**src/rtl/seq_logic_unit.sv**
```systemverilog
`default_nettype none
// ============================================================================
//  Module      : seq_logic_unit
//  Description : Multi-cycle bitwise logic unit (AND/OR/XOR/NOR) that walks
//                latched operands SLICE bits per clock; start/busy/done
//                handshake with a registered zero flag.
//  Revision    : 1.0  initial release
// ============================================================================
module seq_logic_unit #(
    parameter int WIDTH = 32,
    parameter int SLICE = 8
) (
    input  logic             clk,
    input  logic             rst_n,
    input  logic             start,
    input  logic [1:0]       op,
    input  logic [WIDTH-1:0] input1,
    input  logic [WIDTH-1:0] input2,
    output logic             busy,
    output logic             done,
    output logic [WIDTH-1:0] result,
    output logic             zero
);

    localparam int            c_NSLICE = WIDTH / SLICE;
    localparam int            c_CW     = (c_NSLICE > 1) ? $clog2(c_NSLICE) : 1;
    localparam int            c_BW     = (WIDTH > 1) ? $clog2(WIDTH) : 1;
    localparam logic [c_CW-1:0] c_LAST = c_CW'(c_NSLICE - 1);

    localparam logic [1:0] c_OP_AND = 2'b00;
    localparam logic [1:0] c_OP_OR  = 2'b01;
    localparam logic [1:0] c_OP_XOR = 2'b10;

    generate
        if ((WIDTH % SLICE) != 0) begin : g_bad_slice
            $error("seq_logic_unit: SLICE must divide WIDTH");
        end
    endgenerate

    typedef enum logic [1:0] {
        S_IDLE = 2'd0,
        S_RUN  = 2'd1,
        S_DONE = 2'd2
    } state_t;

    state_t            r_state;
    state_t            w_next_state;
    logic [c_CW-1:0]   r_cnt;
    logic [WIDTH-1:0]  r_a;
    logic [WIDTH-1:0]  r_b;
    logic [1:0]        r_op;
    logic [WIDTH-1:0]  r_result;
    logic              r_zero;

    logic              w_accept;
    logic              w_last;
    logic [c_BW-1:0]   w_base;
    logic [SLICE-1:0]  w_a_slice;
    logic [SLICE-1:0]  w_b_slice;
    logic [SLICE-1:0]  w_slice;
    logic [WIDTH-1:0]  w_next_result;

    // A new request is taken whenever the unit is not mid-operation, which
    // makes DONE -> RUN back-to-back behave exactly like IDLE -> RUN.
    assign w_accept = start && (r_state != S_RUN);
    assign w_last   = (r_cnt == c_LAST);
    assign w_base   = c_BW'(r_cnt) * c_BW'(SLICE);

    assign w_a_slice = r_a[w_base +: SLICE];
    assign w_b_slice = r_b[w_base +: SLICE];

    always_ff @(posedge clk or negedge rst_n) begin
        if (!rst_n) begin
            r_state <= S_IDLE;
        end else begin
            r_state <= w_next_state;
        end
    end

    always_comb begin
        w_next_state = r_state;
        busy         = 1'b0;
        done         = 1'b0;
        case (r_state)
            S_IDLE: begin
                if (start) begin
                    w_next_state = S_RUN;
                end
            end
            S_RUN: begin
                busy = 1'b1;
                if (w_last) begin
                    w_next_state = S_DONE;
                end
            end
            S_DONE: begin
                done         = 1'b1;
                w_next_state = start ? S_RUN : S_IDLE;
            end
            default: begin
                w_next_state = S_IDLE;
            end
        endcase
    end

    always_comb begin
        w_slice = '0;
        case (r_op)
            c_OP_AND: w_slice = w_a_slice & w_b_slice;
            c_OP_OR:  w_slice = w_a_slice | w_b_slice;
            c_OP_XOR: w_slice = w_a_slice ^ w_b_slice;
            default:  w_slice = ~(w_a_slice | w_b_slice);
        endcase
    end

    // Full-width view of the result after this cycle's slice lands, so the
    // zero flag on the final edge sees the slice being written.
    always_comb begin
        w_next_result                  = r_result;
        w_next_result[w_base +: SLICE] = w_slice;
    end

    always_ff @(posedge clk or negedge rst_n) begin
        if (!rst_n) begin
            r_cnt    <= '0;
            r_a      <= '0;
            r_b      <= '0;
            r_op     <= '0;
            r_result <= '0;
            r_zero   <= 1'b0;
        end else if (w_accept) begin
            r_a    <= input1;
            r_b    <= input2;
            r_op   <= op;
            r_cnt  <= '0;
            r_zero <= 1'b0;
        end else if (r_state == S_RUN) begin
            r_result <= w_next_result;
            if (w_last) begin
                r_zero <= (w_next_result == '0);
            end else begin
                r_cnt <= r_cnt + 1'b1;
            end
        end
    end

    assign result = r_result;
    assign zero   = r_zero;

endmodule
`default_nettype wire

```
**config.mk**
```make
export PLATFORM = sky130hd
export DESIGN_NAME = seq_logic_unit
export DESIGN_NICKNAME = d
export VERILOG_FILES = /design/src/rtl/seq_logic_unit.sv
export SDC_FILE = /design/constraint.sdc
export NUM_CORES = 1
export LEC_CHECK = 0
export CORE_MARGIN = 1
export CORE_UTILIZATION = 45
export DETAILED_ROUTE_END_ITERATION = 16
export GPL_TIMING_DRIVEN = 0
export PLACE_DENSITY = 0.69
export SLEW_MARGIN = 20
export SYNTH_ARGS = -nofsm -noshare
export SYNTH_HDL_FRONTEND = slang
export SYNTH_SLANG_ARGS = --single-unit
export TNS_END_PERCENT = 10
```
**constraint.sdc**
```tcl
create_clock -name clk -period 2.7 [get_ports clk]
set_clock_uncertainty 0.1 [all_clocks]
set_input_delay 0.27 -clock clk [delete_from_list [all_inputs] [get_ports clk]]
set_output_delay 0.27 -clock clk [all_outputs]
set_load 0.005 [all_outputs]
```
==> out/metrics.yaml <==
wl_per_cell_um: 17.4
yosys.area_share.simple_pct: 7.47
grt_pass1_wl_um: 19000
synth_cell_types: 35
synthMuxAreaShare_pct: 23.3
cp.arrival_ns: 2.77
grt_pass1_vias: 3689
clk_pin_slew_ns: 0.11
max-vdd-ir-drop_v: 0.000516
root_buffer: "clkbuf_8"
cts_made_buffers: 9
worstSetupPathType: "flop to flop"
rrSetupSlack_ns: 0.12
die_area_sq_mm: 0.0114
gp_congestion: 0.798
crit_family: "multiplexers"
antenna_found_initial: 0
clock_sinks: 103
finalSetupViolCount: 0
critPathLaunchType: "flop"
power_uw: 8130
hold_viol_final: 0
critPathMaxStageDelay_ns: 0.57
worst-endpoint-required_ns: 2.89
seq_area_frac_synth_pct: 52.2
fmax_mhz: 388
synthesis.nets: 484
leakagePower_uw: 0.00279
firstDrtPassIters: 4
cts.path.max_buffers: 2
fin_area_sq_mm: 0.00645
cp_cell_sequence: "buf_6, mux4_2, inv_1, ha_1, mux2_2, a221oi_2, a41oi_2, o21ai_1"
syn-cell-area_sq_mm: 0.00494
die-height_um: 107
fp.dieW_um: 107
grt_usage_pct: 22.2
outcome: "finished clean"
htreeDepth: 3
async_reset_ff_share_pct: 100
port_buffers: 103
initial_utilization_pct: 47.0
synth_top_family_by_area: "multiplexers"
routed_wl_um: 11400
avgSynthCellArea_sq_um: 12.6
slew_headroom_pct: 62.9
fin_nets: 602
postSynthCellCount: 393
slowest_stage: "mux4_2"
dp_hpwl_um: 8600
fin_util_pct: 61.4
finalMaxSlewViolations: 0
ys_ff_latch: 103
min_path_type: "input port to asynchronous set/reset pin"
drt_iter0_markers: 114
dpl_cell_area_sq_mm: 0.00617
synthToLayoutAreaGrowth_pct: 30.6
ios: 104
synth_flop_cell: "dfrtp_1"
fin_setup_tns_ns: 0
fin_crit_sh_pct: 95.4
synth_edf_count: 0
vias: 3467
overflow: 0
ys_warn_count: 0
drc: 0
vias_per_cell: 5.32
synth_xor_area_share_pct: 0
power_density_mw_per_mm2: 1260
final_cell_mix: "102 x clkdlybuf4s50_1, 102 x dfrtp_1, 46 x nand2_1"
tritoncts: "yes"
tightestPinTransition_ns: 0.556
ant_nets: 0
drv_cap: 0
clock_latency_ns: 0.37
drive_gt1_share_pct: 20.2
core_area_sq_mm: 0.0105
min_period_ns: 2.58
rsz0062_at_grt: "false"
synth-adder-area-share_pct: 5.57
fp-row-count: 37
worstPathMaxFanout: 10
path_buf_inv: 2
end_kind: "flop"
grt_max_degree: 58
diodes: 0
synth_compound_area_share_pct: 7.65
==> layout make-up <==
class,count,area [sq um]
buffer,18,130
tap,136,170
inverter,22,82.6
sequential,103,2580
timing repair buffer,107,1080
fill,844,4060
clock inverter,7,86.3
clock buffer,9,124
multi-input combinational,250,2200
==> per-layer routing <==
layer  global-route usage, %  part of all wire (%)  vias to the layer above
met5                       0                     0                        -
met4                    7.05                   1.6                        0
met3                    3.95                   4.8                       13
met2                    37.1                    48                       94
met1                    29.3                    45                     1732
li1                        -                     -                     1628
==> flip-flops by register name, indices dropped and copies added (netlist names) <==
| register | count |
|---|---|
| r_a | 32 |
| r_b | 32 |
| r_cnt | 2 |
| r_op | 2 |
| r_state | 2 |
| result | 32 |
| zero | 1 |
==> synthesized netlist by cell type (all sizes together), types with 2 or more instances <==
cell type	count	area [sq um]
or3	3	18.8
buf	14	92.6
nor4	9	56.3
a211o	5	43.8
o21ai	39	195
dfrtp	103	2580
nor2	10	37.5
mux4	16	360
a221oi	3	38.8
ha	22	275
nor2b	6	45.0
nand2	46	173
clkbuf	4	15.0
inv	22	82.6
a21oi	7	35.0
a211oi	3	27.5
nand3b	2	15.0
mux2	70	792
nand3	2	10.0
==> per-stage QoR <==
step / hold slack (ns) / std cells / setup slack (ns)
detailed placement: 0.176 / 633 / -0.204
finish: 0.317 / 652 / 0.124
global placement: 0.371 / 632 / -2.56
CTS: 0.345 / 650 / -0.0792
global route: 0.372 / 652 / 0.00673
floorplan: -0.126 / 393 / 0.223
==> power by group <==
group / internal [uW] / leakage (uW) / total [uW] / switching, uW
clock: 450 / 0.000104 / 1030 / 578
combinational: 2190 / 0.00140 / 4390 / 2200
sequential: 2280 / 0.00128 / 2710 / 435
==> kinds of logic (layout without fill, tap and decap cells) <==
group           after synthesis  count (layout)
flops                       103             103
mux                          86              86
simple gates                 80              80
compound gates               62              62
buf+inv                      40             163
fa+ha+maj                    22              22
==> path summary, 6_finish.rpt <==
check | from | end | cells after the start
min reg2reg | r_b[22] | r_b[22] | 1
max in group asynchronous | rst_n | r_cnt[0] | 3
min in group clk | input1[21] | r_a[21] | 2
max reg2reg | r_cnt[0] | zero | 8
min | rst_n | r_a[15] | 2
max | r_cnt[0] | zero | 8
==> what timing repair did <==
action,CTS,global route
pin swaps,0,0
hold buffers,1,0
gates resized for setup,5,7
setup buffers,0,2
endpoints found under the setup margin,17,19
hold endpoints to repair,56,0
Note: power is estimated with default switching activity, not from simulation.
